==> config.mk <==
export PLATFORM = sky130hd
export DESIGN_NAME = dcache_miss_responder_flat
export DESIGN_NICKNAME = d
export VERILOG_FILES = /design/src/rtl/dcache_miss_responder_if.sv /design/src/rtl/dcache_miss_responder.sv /design/src/flat_wrapper.sv
export SDC_FILE = /design/constraint.sdc
export NUM_CORES = 1
export LEC_CHECK = 0
export CAP_MARGIN = 20
export CORE_AREA = 4 4 152 154
export CTS_BUF_LIST = sky130_fd_sc_hd__clkbuf_8 sky130_fd_sc_hd__clkbuf_16
export DETAILED_ROUTE_END_ITERATION = 6
export DIE_AREA = 0 0 156 158
export HOLD_SLACK_MARGIN = 0.12
export PLACE_DENSITY = 0.76
export SLEW_MARGIN = 15
export SYNTH_ARGS = -nofsm -noshare
export SYNTH_HDL_FRONTEND = slang
export SYNTH_SLANG_ARGS = --single-unit
==> constraint.sdc <==
create_clock -name clk -period 3.93 [get_ports clk]
set_clock_uncertainty 0.05 [all_clocks]
set_input_delay 0.5895 -clock clk [delete_from_list [all_inputs] [get_ports clk]]
set_output_delay 0.5895 -clock clk [all_outputs]
set_load 0.05 [all_outputs]
==> src/rtl/dcache_miss_responder_if.sv <==
// ============================================================================
// Module : dcache_miss_pkg / dcache_miss_responder_if
// Brief  : Miss-request types and the MSHR / memory / refill handshake bundle
// Rev    : 1.0  initial release
// ============================================================================
`default_nettype none

package dcache_miss_pkg;
    localparam int DCACHE_AW = 44;

    typedef enum logic {
        MISS_REFILL = 1'b0,
        MISS_UPDATE = 1'b1
    } miss_cmd_e;

    typedef enum logic [3:0] {
        AMO_NONE = 4'd0,
        AMO_SWAP = 4'd1,
        AMO_ADD  = 4'd2,
        AMO_AND  = 4'd3,
        AMO_OR   = 4'd4,
        AMO_XOR  = 4'd5,
        AMO_MAX  = 4'd6,
        AMO_MAXU = 4'd7,
        AMO_MIN  = 4'd8
    } amo_opcode_e;

    typedef struct packed {
        miss_cmd_e              cmd;
        logic                   cacheable;
        logic                   we;
        logic [7:0]             be;
        logic [63:0]            wdata;
        amo_opcode_e            amo_op;
        logic [DCACHE_AW-1:0]   addr;
        logic [1:0]             update_way;
    } miss_req_bits_t;
endpackage

interface dcache_miss_responder_if;
    import dcache_miss_pkg::*;

    logic                   miss_req_valid;
    logic                   miss_req_ready;
    miss_req_bits_t         miss_req;

    logic                   mem_req_valid;
    logic                   mem_req_ready;
    logic [DCACHE_AW-1:0]   mem_req_addr;
    logic                   mem_req_we;
    logic [7:0]             mem_req_be;
    logic [63:0]            mem_req_wdata;
    amo_opcode_e            mem_req_amo;

    logic                   mem_rsp_valid;
    logic                   mem_rsp_ready;
    logic [63:0]            mem_rsp_data;

    logic                   refill_valid;
    logic                   refill_ready;
    logic [63:0]            refill_data;
    logic [3:0]             refill_beat;
    logic [1:0]             refill_way;
    logic                   refill_cmd;
    logic                   refill_last;

    // Responder side
    modport slave (
        input  miss_req_valid, miss_req, mem_req_ready,
               mem_rsp_valid, mem_rsp_data, refill_ready,
        output miss_req_ready, mem_req_valid, mem_req_addr, mem_req_we,
               mem_req_be, mem_req_wdata, mem_req_amo, mem_rsp_ready,
               refill_valid, refill_data, refill_beat, refill_way,
               refill_cmd, refill_last
    );

    // MSHR / memory / cache side
    modport master (
        output miss_req_valid, miss_req, mem_req_ready,
               mem_rsp_valid, mem_rsp_data, refill_ready,
        input  miss_req_ready, mem_req_valid, mem_req_addr, mem_req_we,
               mem_req_be, mem_req_wdata, mem_req_amo, mem_rsp_ready,
               refill_valid, refill_data, refill_beat, refill_way,
               refill_cmd, refill_last
    );
endinterface

`default_nettype wire

==> src/rtl/dcache_miss_responder.sv <==
// ============================================================================
// Module : dcache_miss_responder
// Brief  : D-cache miss responder; line refill (16 beats) or single access.
//          Define KIANA_DCACHE_CWF_EN for critical-word-first line order.
// Rev    : 1.0  initial release
// ============================================================================
`default_nettype none

module dcache_miss_responder
    import dcache_miss_pkg::*;
#(
    parameter int BEATS = 16,
    parameter int AW    = DCACHE_AW
) (
    input  wire logic               clk,
    input  wire logic               rst,
    dcache_miss_responder_if.slave  bus,
    output logic                    busy
);

    localparam logic [1:0] S_IDLE = 2'd0;
    localparam logic [1:0] S_REQ  = 2'd1;
    localparam logic [1:0] S_RSP  = 2'd2;
    localparam logic [1:0] S_OUT  = 2'd3;

    logic [1:0]     r_state;
    logic [1:0]     w_next;
    miss_req_bits_t r_req;
    logic [3:0]     r_cnt;
    logic           r_refill_valid;
    logic [63:0]    r_refill_data;
    logic [3:0]     r_refill_beat;
    logic           r_refill_last;

    logic           w_line;
    logic [3:0]     w_start;
    logic [3:0]     w_beat;
    logic           w_last;

    assign w_line = (r_req.cmd == MISS_REFILL) && r_req.cacheable;
`ifdef KIANA_DCACHE_CWF_EN
    assign w_start = r_req.addr[6:3];
`else
    assign w_start = 4'd0;
`endif
    // Line beats count from the start index and wrap naturally in 4 bits
    assign w_beat = w_line ? (w_start + r_cnt) : r_req.addr[6:3];
    assign w_last = w_line ? (r_cnt == 4'(BEATS - 1)) : 1'b1;

    always_ff @(posedge clk) begin
        if (rst) r_state <= S_IDLE;
        else     r_state <= w_next;
    end

    always_comb begin
        w_next = r_state;
        case (r_state)
            S_IDLE: if (bus.miss_req_valid) w_next = S_REQ;
            S_REQ:  if (bus.mem_req_ready)  w_next = S_RSP;
            S_RSP:  if (bus.mem_rsp_valid)  w_next = S_OUT;
            S_OUT:  if (bus.refill_ready)   w_next = w_last ? S_IDLE : S_REQ;
            default:                        w_next = S_IDLE;
        endcase
    end

    always_comb begin
        bus.miss_req_ready = (r_state == S_IDLE);
        bus.mem_req_valid  = (r_state == S_REQ);
        bus.mem_rsp_ready  = (r_state == S_RSP);
        busy               = (r_state != S_IDLE);
    end

    always_ff @(posedge clk) begin
        if (rst) begin
            r_req          <= '0;
            r_cnt          <= 4'd0;
            r_refill_valid <= 1'b0;
            r_refill_data  <= 64'd0;
            r_refill_beat  <= 4'd0;
            r_refill_last  <= 1'b0;
        end else begin
            case (r_state)
                S_IDLE: if (bus.miss_req_valid) begin
                    r_req <= bus.miss_req;
                    r_cnt <= 4'd0;
                end
                S_RSP: if (bus.mem_rsp_valid) begin
                    r_refill_valid <= 1'b1;
                    r_refill_data  <= bus.mem_rsp_data;
                    r_refill_beat  <= w_beat;
                    r_refill_last  <= w_last;
                end
                S_OUT: if (bus.refill_ready) begin
                    r_refill_valid <= 1'b0;
                    if (!w_last) r_cnt <= r_cnt + 4'd1;
                end
                default: ;
            endcase
        end
    end

    assign bus.mem_req_addr  = w_line ? {r_req.addr[AW-1:7], w_beat, 3'b000}
                                      : {r_req.addr[AW-1:3], 3'b000};
    assign bus.mem_req_we    = w_line ? 1'b0 : r_req.we;
    assign bus.mem_req_be    = w_line ? 8'hFF : r_req.be;
    assign bus.mem_req_wdata = r_req.wdata;
    assign bus.mem_req_amo   = r_req.amo_op;

    assign bus.refill_valid  = r_refill_valid;
    assign bus.refill_data   = r_refill_data;
    assign bus.refill_beat   = r_refill_beat;
    assign bus.refill_way    = r_req.update_way;
    assign bus.refill_cmd    = r_req.cmd;
    assign bus.refill_last   = r_refill_last;

endmodule

`default_nettype wire

==> src/flat_wrapper.sv <==
// flat-port wrapper written by rule: the top's interface ports become plain ports
module dcache_miss_responder_flat import dcache_miss_pkg::*;
#(
    parameter int BEATS = 16,
    parameter int AW    = DCACHE_AW
)
  (clk, rst, busy, bus_miss_req_valid, bus_miss_req, bus_mem_req_ready, bus_mem_rsp_valid, bus_mem_rsp_data, bus_refill_ready, bus_miss_req_ready, bus_mem_req_valid, bus_mem_req_addr, bus_mem_req_we, bus_mem_req_be, bus_mem_req_wdata, bus_mem_req_amo, bus_mem_rsp_ready, bus_refill_valid, bus_refill_data, bus_refill_beat, bus_refill_way, bus_refill_cmd, bus_refill_last);
  dcache_miss_responder_if bus_i ();
  input  wire logic clk;
  input  wire logic rst;
  output logic busy;
  input wire logic [$bits(bus_i.miss_req_valid)-1:0] bus_miss_req_valid;
  input wire logic [$bits(bus_i.miss_req)-1:0] bus_miss_req;
  input wire logic [$bits(bus_i.mem_req_ready)-1:0] bus_mem_req_ready;
  input wire logic [$bits(bus_i.mem_rsp_valid)-1:0] bus_mem_rsp_valid;
  input wire logic [$bits(bus_i.mem_rsp_data)-1:0] bus_mem_rsp_data;
  input wire logic [$bits(bus_i.refill_ready)-1:0] bus_refill_ready;
  output wire logic [$bits(bus_i.miss_req_ready)-1:0] bus_miss_req_ready;
  output wire logic [$bits(bus_i.mem_req_valid)-1:0] bus_mem_req_valid;
  output wire logic [$bits(bus_i.mem_req_addr)-1:0] bus_mem_req_addr;
  output wire logic [$bits(bus_i.mem_req_we)-1:0] bus_mem_req_we;
  output wire logic [$bits(bus_i.mem_req_be)-1:0] bus_mem_req_be;
  output wire logic [$bits(bus_i.mem_req_wdata)-1:0] bus_mem_req_wdata;
  output wire logic [$bits(bus_i.mem_req_amo)-1:0] bus_mem_req_amo;
  output wire logic [$bits(bus_i.mem_rsp_ready)-1:0] bus_mem_rsp_ready;
  output wire logic [$bits(bus_i.refill_valid)-1:0] bus_refill_valid;
  output wire logic [$bits(bus_i.refill_data)-1:0] bus_refill_data;
  output wire logic [$bits(bus_i.refill_beat)-1:0] bus_refill_beat;
  output wire logic [$bits(bus_i.refill_way)-1:0] bus_refill_way;
  output wire logic [$bits(bus_i.refill_cmd)-1:0] bus_refill_cmd;
  output wire logic [$bits(bus_i.refill_last)-1:0] bus_refill_last;
  assign bus_i.miss_req_valid = bus_miss_req_valid;
  assign bus_i.miss_req = bus_miss_req;
  assign bus_i.mem_req_ready = bus_mem_req_ready;
  assign bus_i.mem_rsp_valid = bus_mem_rsp_valid;
  assign bus_i.mem_rsp_data = bus_mem_rsp_data;
  assign bus_i.refill_ready = bus_refill_ready;
  assign bus_miss_req_ready = bus_i.miss_req_ready;
  assign bus_mem_req_valid = bus_i.mem_req_valid;
  assign bus_mem_req_addr = bus_i.mem_req_addr;
  assign bus_mem_req_we = bus_i.mem_req_we;
  assign bus_mem_req_be = bus_i.mem_req_be;
  assign bus_mem_req_wdata = bus_i.mem_req_wdata;
  assign bus_mem_req_amo = bus_i.mem_req_amo;
  assign bus_mem_rsp_ready = bus_i.mem_rsp_ready;
  assign bus_refill_valid = bus_i.refill_valid;
  assign bus_refill_data = bus_i.refill_data;
  assign bus_refill_beat = bus_i.refill_beat;
  assign bus_refill_way = bus_i.refill_way;
  assign bus_refill_cmd = bus_i.refill_cmd;
  assign bus_refill_last = bus_i.refill_last;
  dcache_miss_responder #(.BEATS(BEATS), .AW(AW)) u_core (.clk(clk), .rst(rst), .bus(bus_i), .busy(busy));
endmodule
======== Yosys cells after proc, flatten, opt, wreduce, memory -nomap -nowiden ========
Index checks and enable logic that the tools add are counted.
storage, ports and cells
  flip-flop bits (word level) ............. 201
  input port bits ......................... 195
  output and inout bits ................... 198
  word-level logic and storage cells ...... 53
cells by class
  add/subtract/negate cells ............... 1
  eq/ne operators ......................... 9
  muxes and demuxes ....................... 18
  bitwise operators ....................... 1
  reduce and logical (&&, ||, !) cells .... 10
operators by type and width
  cell                 count
  $mux 4               4
  $ne 2x2->1 const B   5
  $mux 2               4
  $mux 8               1
  $pmux 2 s4           1
  $pmux 4 s2           1
  $reduce_and 4->1     2
  $mux 7               1
  $reduce_bool 2->1    3
  $mux 1               5
  $add 4x1->4 const B  1
  $eq 2x2->1 const B   2
  $eq 4x4->1 const B   1
  $reduce_and 2->1     2
  $reduce_and 3->1     1
  $eq 2x1->1 const B   1
  $logic_not 2->1      1
  $pmux 1 s2           1
  $logic_and 1x1->1    1
  $not 1->1            1

======== Longest topological paths before layout ========
Gate-level depths: netlist of the first run.
  depth after elaboration ................. 6
  mapped depth ............................ 8
  gate-level depth less buffers ........... 6

======== Worst setup path before layout of the first run ========
No wires, ideal clock.
  path type ............................... reg-to-output
  start point ............................. register u_core.r_req, in the netlist u_core.bus.refill_cmd
  end point ............................... output bus_mem_req_addr[6]
  arrival ................................. 1461 ps
  data required time ...................... 3290 ps
  slack ................................... 1829 ps
  stages on the path, launching flop included .. 3
  cells stage by stage .................... dfxtp_1 nand2b_1 mux2_2
between the ends
  word-level cells in the longest chain between the ends .. 4
RTL lines
  element                 line                          text
  from (decl)             dcache_miss_responder.sv:28   miss_req_bits_t r_req;
  from (signal assigned)  dcache_miss_responder.sv:84   r_req <= bus.miss_req;
  $not 1->1 (*)           dcache_miss_responder.sv:40   assign w_line = (r_req.cmd == MISS_REFILL) && r_req.cacheable;
  $logic_and 1x1->1 (*)   dcache_miss_responder.sv:40
  $mux 4                  dcache_miss_responder.sv:47   assign w_beat = w_line ? (w_start + r_cnt) : r_req.addr[6:3];
  $mux 7 (*)              dcache_miss_responder.sv:102  assign bus.mem_req_addr = w_line ? {r_req.addr[AW-1:7], w_beat, 3'b000}
  to (decl)               flat_wrapper.sv:20            output wire logic [$bits(bus_i.mem_req_addr)-1:0] bus_mem_req_addr;
Every way passes the cells marked *; elsewhere a longest branch is shown, timed or not.

======== Worst setup path after layout of the first run ========
  start point ............................. register u_core.r_req[123] in the netlist's numbering
  end point ............................... output bus_mem_req_addr[4]
between the ends
  word-level cells in the longest chain between the ends .. 3
RTL lines
  element                line
  $logic_and 1x1->1 (*)  dcache_miss_responder.sv:40
  $mux 4                 dcache_miss_responder.sv:47
  $mux 7 (*)             dcache_miss_responder.sv:102
Marked as above.

==> flow_summary.ini, run 1 <==
[run_status]
outcome = complete, no violations

[min_path]
timing.hold.worst.start = u_core.r_req[121]$_SDFFE_PP0P_
holdCritPathClass = reg -> reg
min_delay_worst_endpoint = u_core.r_req[121]$_SDFFE_PP0P_
worstHoldPathCells = 2

[logic_synthesis]
synth_enable_flop_cells = 0
yosysSeqAreaShare = 0.500
synth.yosys.warnings = 0
synth_flop_cell = dfxtp_1
netlist-cell-type-count = 30
ys_ff_latch = 198
synth.avg_cell_area_sq_um = 7.83
synth_cells = 1012
mappedNetlistArea_sq_um = 7930
postSynth.asyncResetShare = 0

[sta]
timing_hold_violations_final = 0
final-setup-viol-count = 0
finalHoldWorstSlack_ns = 0.400
worst_slew_margin_rel = 0.444
max_clock_freq_mhz = 314
totalNegativeSetupSlack_ns = 0
worst_pin_slew_ns = 0.835
timing.final.crit_period_ns = 3.18
slew_violations = 0
finalCritPeriodShare = 0.810
setup_repair_after_global_routing_missed_its_margin = false

[floorplan]
die_area_sq_um = 24600
io_pins = 393
core_area_sq_um = 21700
die_x_microns = 156
floorplan.initialDensity = 0.365
chipHeight_microns = 158
floorplan.rows = 54

[clocking]
ctsResizeCount = 0
worst_setup_hold_path_clk_slew_ns = 0.07
cts_tree = built
ctsHtreeMaxLevel = 4
cts_hold_buffers = 0
tritoncts_num_sinks = 198
clock_tree.root_cell = clkbuf_16
number_of_buffers_inserted_during_clock_tree_synthesis = 17
clock_latency_ns = 0.42
post-cts-setup-buffers = 0
ctsLongestPathBuffers = 2

[setup_path]
regToRegStartpoint = u_core.r_state[0]$_SDFFE_PP0P_
cp.arrival_ns = 2.54
timing.critical_path.from_type = flop
crit_path_max_fanout = 7
reg2reg_depth = 6
cpPeakStageDelay_ns = 0.73
worst_ep_required_time_ns = 3.29
ff2ff_setup_slack_ns = 1.77
regToRegEndpoint = u_core.bus.refill_data[50]$_SDFFE_PP0P_
critPathKind = reg -> out
crit_path_cell_trace = nor2b_1 > mux2_2 > clkdlybuf4s50_1
timing.critical_path.max_delay_family = buffers and inverters
crit_slowest_cell = clkdlybuf4s50_1
worst-path-buf-inv = 1
critical_path.endpoint_type = primary output

[place]
placed_cells = 1514
place.gp.congestion = 0.767
hpwlAfterDp_microns = 16700
numPortBuffers = 386

[global_route]
grt_pass1_wl_microns = 35800
grt_pass1_vias = 6863
grt_util_all_layers = 0.181
grt.overflow.total = 0
antenna_found_initial = 0
grt_start_max_net_pins = 111

[power]
cellPowerDensity_nw_per_um2 = 643
p_clk_frac = 0.226
leakage_nw = 4.23
p_sw_frac = 0.429
internal-power_mw = 4.31
power.switching_mw = 3.24
power.share.sequential = 0.331
ir_worst_vdd_mv = 0.368
power_frac_comb = 0.443

[final_layout]
finalCoreUtilization = 0.541
antenna_cells_inserted = 0
layout_net_count = 1453
finish.cell_count_without_fillers = 1545
area.sequential_sq_um = 3960
fillerInstances = 1945
area_growth_pct = 48.1
layout-drive-gt1-share = 0.0419
multi_input_comb_area_sq_um = 2870

[flow_run]
max_cap_violations = 0

[detailed_routing]
detail_route.vias_per_cell = 4.61
ant_nets = 0
remaining_drcs = 0
via_count = 7118
drt_iter0_drc = 443
wire_length_per_cell_after_detailed_routing_microns = 15.2
firstDrtPassIters = 5
wirelength_microns = 23500
[metrics by stage]
| step | cell area (sq um) | setup WS (ns) | power [mW] |
|---|---|---|---|
| 2_1_floorplan | 7930 | 1.83 | 5.01 |
| 3_3_place_gp | 11200 | 1.24 | 5.88 |
| 3_5_place_dp | 11200 | 1.19 | 5.92 |
| 4_1_cts | 11700 | 0.707 | 7.64 |
| 5_1_grt | 11700 | 0.611 | 7.95 |
| 6_report | 11700 | 0.747 | 7.55 |
[power groups by stage]
stage,Sequential [mW],Combinational [mW],Clock (mW)
5_1_grt,2.54,3.56,1.85
3_3_place_gp,2.53,3.35,0
4_1_cts,2.50,3.38,1.76
3_5_place_dp,2.55,3.37,0
6_report,2.50,3.34,1.71
2_1_floorplan,2.83,2.19,0
[cells by family after synthesis]
kind of cell	Yosys count	synth area share
buffers and inverters	181	0.140
AND/OR/NAND/NOR	420	0.210
adder cells (fa/ha/maj)	5	0.00789
AO/OA/AOI/OAI	201	0.133
flip-flops	198	0.500
other	1	0.000473
multiplexers	6	0.00821
[state kept, by name, summed over array words and instances, names as in the netlist]
register	count
u_core.bus.refill_data	64
u_core.bus.refill_beat	4
u_core.bus.refill_way	2
u_core.bus.refill_cmd	1
u_core.bus.mem_req_amo	4
u_core.bus.refill_last	1
u_core.r_req	51
u_core.bus.mem_req_wdata	64
u_core.bus.refill_valid	1
u_core.r_cnt	4
u_core.r_state	2
[layer usage]
layer	vias to the layer above	global-route usage	wire, microns
li1	3595	-	-
met1	3226	0.210	9450
met2	268	0.314	11500
met3	29	0.0670	2040
met4	0	0.0513	467
met5	-	0	0
[Yosys cell counts (3+ instances only)]
cell type,number,area share
nand2_1,377,0.18
dfxtp_1,198,0.50
a21oi_1,189,0.12
buf_4,111,0.11
clkbuf_1,48,0.023
nand2b_1,13,0.010
nor2_1,11,0.0052
buf_2,10,0.0063
buf_1,6,0.0028
inv_1,6,0.0028
ha_1,5,0.0079
mux2_2,4,0.0057
nor2b_1,4,0.0032
nor3_1,4,0.0025
a311oi_1,3,0.0033
and2_1,3,0.0024
nand3_1,3,0.0019
o21ai_0,3,0.0019
[final cells by class]
type,instances,area share
Sequential cell,198,0.338
Clock inverter,12,0.00970
Tap cell,280,0.0299
Multi-Input combinational cell,635,0.245
Clock buffer,19,0.0386
Inverter,6,0.00192
Timing Repair Buffer,395,0.337
[cells in the final DEF (no fill, tap or decap), types with 2 or more instances in the layout]
| cell | Yosys | layout |
|---|---|---|
| mux2_2 | 4 | 4 |
| buf_12 | 0 | 2 |
| conb_1 | 1 | 3 |
| clkbuf_16 | 0 | 17 |
| nor2b_1 | 4 | 4 |
| nor3_1 | 4 | 4 |
| nor2b_4 | 2 | 2 |
| dfxtp_1 | 198 | 198 |
| ha_1 | 5 | 5 |
| a21oi_1 | 189 | 189 |
| buf_4 | 111 | 7 |
| clkdlybuf4s50_1 | 0 | 385 |
| a311oi_1 | 3 | 3 |
| o21ai_0 | 3 | 3 |
| nand2_1 | 377 | 375 |
| nor2_1 | 11 | 11 |
| clkinv_4 | 0 | 6 |
| nand3_1 | 3 | 3 |
| nand2b_1 | 13 | 13 |
| mux2i_1 | 2 | 2 |
| clkbuf_8 | 0 | 2 |
| inv_1 | 6 | 6 |
| inv_8 | 0 | 4 |
[worst register-to-register path, delay by kind of cell (launching register included)]
| kind | cells | cell delay [ns] |
|---|---|---|
| AOI/OAI and AO/OA | 1 | 0.15 |
| adders and majority gates | 1 | 0.25 |
| buffers and inverters | 2 | 0.61 |
| DFF | 1 | 0.41 |
| and+or+nand+nor | 2 | 0.60 |
[worst max path at each step]
stage          depth (start not counted)                               start                  end  slack, ns
2_1_floorplan                          2  u_core.bus.refill_cmd$_SDFFE_PP0P_  bus_mem_req_addr[6]       1.83
3_3_place_gp                           3      u_core.r_req[123]$_SDFFE_PP0P_  bus_mem_req_addr[3]       1.24
3_5_place_dp                           3      u_core.r_req[123]$_SDFFE_PP0P_  bus_mem_req_addr[5]       1.19
4_1_cts                                3      u_core.r_req[123]$_SDFFE_PP0P_  bus_mem_req_addr[4]       0.71
5_1_grt                                3      u_core.r_req[123]$_SDFFE_PP0P_  bus_mem_req_addr[3]       0.61
6_report                               3      u_core.r_req[123]$_SDFFE_PP0P_  bus_mem_req_addr[4]       0.75
No activity file was read; power rests on OpenSTA's default activity.
==> run 2: changes to the inputs <==
--- a/config.mk
+++ b/config.mk
@@ -6,12 +6,12 @@
 export NUM_CORES = 1
 export LEC_CHECK = 0
 export CAP_MARGIN = 20
-export CORE_AREA = 4 4 152 154
+export CORE_MARGIN = 4
+export CORE_UTILIZATION = 37
 export CTS_BUF_LIST = sky130_fd_sc_hd__clkbuf_8 sky130_fd_sc_hd__clkbuf_16
 export DETAILED_ROUTE_END_ITERATION = 6
-export DIE_AREA = 0 0 156 158
 export HOLD_SLACK_MARGIN = 0.12
-export PLACE_DENSITY = 0.76
+export PLACE_DENSITY = 0.8
 export SLEW_MARGIN = 15
 export SYNTH_ARGS = -nofsm -noshare
 export SYNTH_HDL_FRONTEND = slang
==> constraint.sdc (replaced) <==
create_clock -name clk -period 2.75 [get_ports clk]
set_clock_uncertainty 0.05 [all_clocks]
set_input_delay 0.4125 -clock clk [delete_from_list [all_inputs] [get_ports clk]]
set_output_delay 0.4125 -clock clk [all_outputs]
set_load 0.05 [all_outputs]
==> flow_summary.ini, run 2 (synthesized netlist as in run 1, its figures left out) <==
[run_status]
outcome = complete, no violations

[clocking]
clock_latency_ns = 0.42
clock_tree.root_cell = clkbuf_16
ctsHtreeMaxLevel = 4
cts_tree = built
ctsLongestPathBuffers = 2
post-cts-setup-buffers = 0
number_of_buffers_inserted_during_clock_tree_synthesis = 17
tritoncts_num_sinks = 198
worst_setup_hold_path_clk_slew_ns = 0.07
cts_hold_buffers = 0

[floorplan]
chipHeight_microns = 154
io_pins = 393
die_area_sq_um = 23800
die_x_microns = 154
floorplan.initialDensity = 0.377
core_area_sq_um = 21000
floorplan.rows = 53

[sta]
worst_pin_slew_ns = 0.776
slew_violations = 0
setup_ws_ns = 0.109
max_clock_freq_mhz = 379
setup_repair_after_global_routing_missed_its_margin = false
totalNegativeSetupSlack_ns = 0
finalCritPeriodShare = 0.960
final-setup-viol-count = 0
timing_hold_violations_final = 0
worst_slew_margin_rel = 0.483
timing.final.crit_period_ns = 2.64

[final_layout]
layout-drive-gt1-share = 0.0428
area_growth_pct = 48.2
final_common_cell = clkdlybuf4s50_1
most-common-layout-cells = 381 x clkdlybuf4s50_1, 375 x nand2_1, 198 x dfxtp_1
antenna_cells_inserted = 0
layout_net_count = 1452

[detailed_routing]
firstDrtPassIters = 4
drt_iter0_drc = 380
wirelength_microns = 23500
ant_nets = 0
wire_length_per_cell_after_detailed_routing_microns = 15.3
via_count = 7096
detail_route.vias_per_cell = 4.61
remaining_drcs = 0

[setup_path]
ff2ff_setup_slack_ns = 0.75
crit_top_cell = inv_1
crit_slowest_cell = clkdlybuf4s50_1
crit_path_max_fanout = 7
regToRegEndpoint = u_core.r_cnt[3]$_SDFFE_PP0P_
worst_ep_required_time_ns = 2.29
critical_path.endpoint_type = primary output
cpPeakStageDelay_ns = 0.82
regToRegStartpoint = u_core.r_state[0]$_SDFFE_PP0P_
timing.critical_path.max_delay_family = buffers and inverters
worst-path-buf-inv = 3
reg2reg_depth = 6
cp.arrival_ns = 2.18
critPathKind = reg -> out
crit_path_cell_trace = inv_1 > ha_1 > inv_1 > clkdlybuf4s50_1
timing.critical_path.from_type = flop

[power]
p_clk_frac = 0.220
internal-power_mw = 6.13
power.switching_mw = 4.62
ir_worst_vdd_mv = 0.472
power.share.sequential = 0.333
leakage_nw = 4.26
p_sw_frac = 0.430
power_frac_comb = 0.447
cellPowerDensity_nw_per_um2 = 916

[global_route]
antenna_found_initial = 0
globalRouteMet3Util = 0.0666
grt_pass1_wl_microns = 35900
grt.busiest_layer = met2
grt_util_all_layers = 0.185
grt.overflow.total = 0
global_route.usage.met1 = 0.206
grt_pass1_vias = 6837
grt_start_max_net_pins = 123
met2_usage = 0.329

[flow_run]
max_cap_violations = 0

[min_path]
worstHoldPathCells = 2
holdCritPathClass = in -> reg
min_delay_worst_endpoint = u_core.r_state[1]$_SDFFE_PP0P_
timing.hold.worst.start = rst

[place]
numPortBuffers = 386
place.gp.congestion = 0.803
placement.setup.worst_slack_ns = 0.332
hpwlAfterDp_microns = 16700
run 2: changes by cell type in the layout (fill, tap and decap cells not counted), moves of 2 or more:
| cell | change |
|---|---|
| buf_12 | +4 |
| buf_4 | -2 |
| clkbuf_8 | -2 |
| clkdlybuf4s50_1 | -4 |
run 2: through the flow:
| step | hold slack [ns] | utilization | std cells | area [sq um] | power (mW) |
|---|---|---|---|---|---|
| 5_1_grt | 0.421 | 0.559 | 1538 | 11700 | 11.3 |
| 3_3_place_gp | 0.387 | 0.533 | 1508 | 11200 | 8.43 |
| 3_5_place_dp | 0.391 | 0.533 | 1508 | 11200 | 8.49 |
| 6_report | 0.396 | 0.559 | 1538 | 11700 | 10.8 |
| 2_1_floorplan | 0.381 | - | 1014 | 7930 | 7.16 |
| 4_1_cts | 0.401 | 0.559 | 1538 | 11700 | 10.9 |
run 2: timing repair:
action	4_1_cts	5_1_grt
pin swaps	0	0
setup endpoints to repair	2	1
hold endpoints to repair	0	0
resized for setup	1	1
run 2: power by group through the flow:
stage | clock (mW) | combinational, mW | sequential (mW)
3_3_place_gp | 0 | 4.81 | 3.62
3_5_place_dp | 0 | 4.84 | 3.65
6_report | 2.37 | 4.80 | 3.58
5_1_grt | 2.54 | 5.10 | 3.65
2_1_floorplan | 0 | 3.12 | 4.04
4_1_cts | 2.43 | 4.85 | 3.58
run 2: metal layers:
metal | vias up | share of wire
met5 | - | 0
met4 | 0 | 0.022
met3 | 31 | 0.085
met2 | 243 | 0.50
met1 | 3230 | 0.39
li1 | 3592 | -
run 2: worst max-delay path by stage:
stage,start,to,cells past startpoint
detailed placement,u_core.bus.refill_cmd$_SDFFE_PP0P_,bus_mem_req_addr[6],3
finish,u_core.r_state[0]$_SDFFE_PP0P_,busy,4
floorplan,u_core.r_state[0]$_SDFFE_PP0P_,u_core.r_cnt[3]$_SDFFE_PP0P_,6
global route,u_core.r_state[0]$_SDFFE_PP0P_,busy,4
CTS,u_core.bus.refill_cmd$_SDFFE_PP0P_,bus_mem_req_addr[6],3
global placement,u_core.bus.refill_cmd$_SDFFE_PP0P_,bus_mem_req_addr[6],3
run 2: layout make-up:
class	instances	area (sq um)
fillers	1870	9280
well taps	275	344
repair buffers	394	4000
multi-input cells	635	2880
clock inverters	13	119
inverters	6	22.5
clock buffers	17	425
flip-flops and latches	198	3960
run 2: worst reg2reg max path: cells and delay by family, from the launching register on:
| family | cells | cell delay [ns] |
|---|---|---|
| simple gates | 4 | 1.07 |
| buf+inv | 1 | 0.09 |
| fa+ha+maj | 1 | 0.32 |
| flops | 1 | 0.42 |
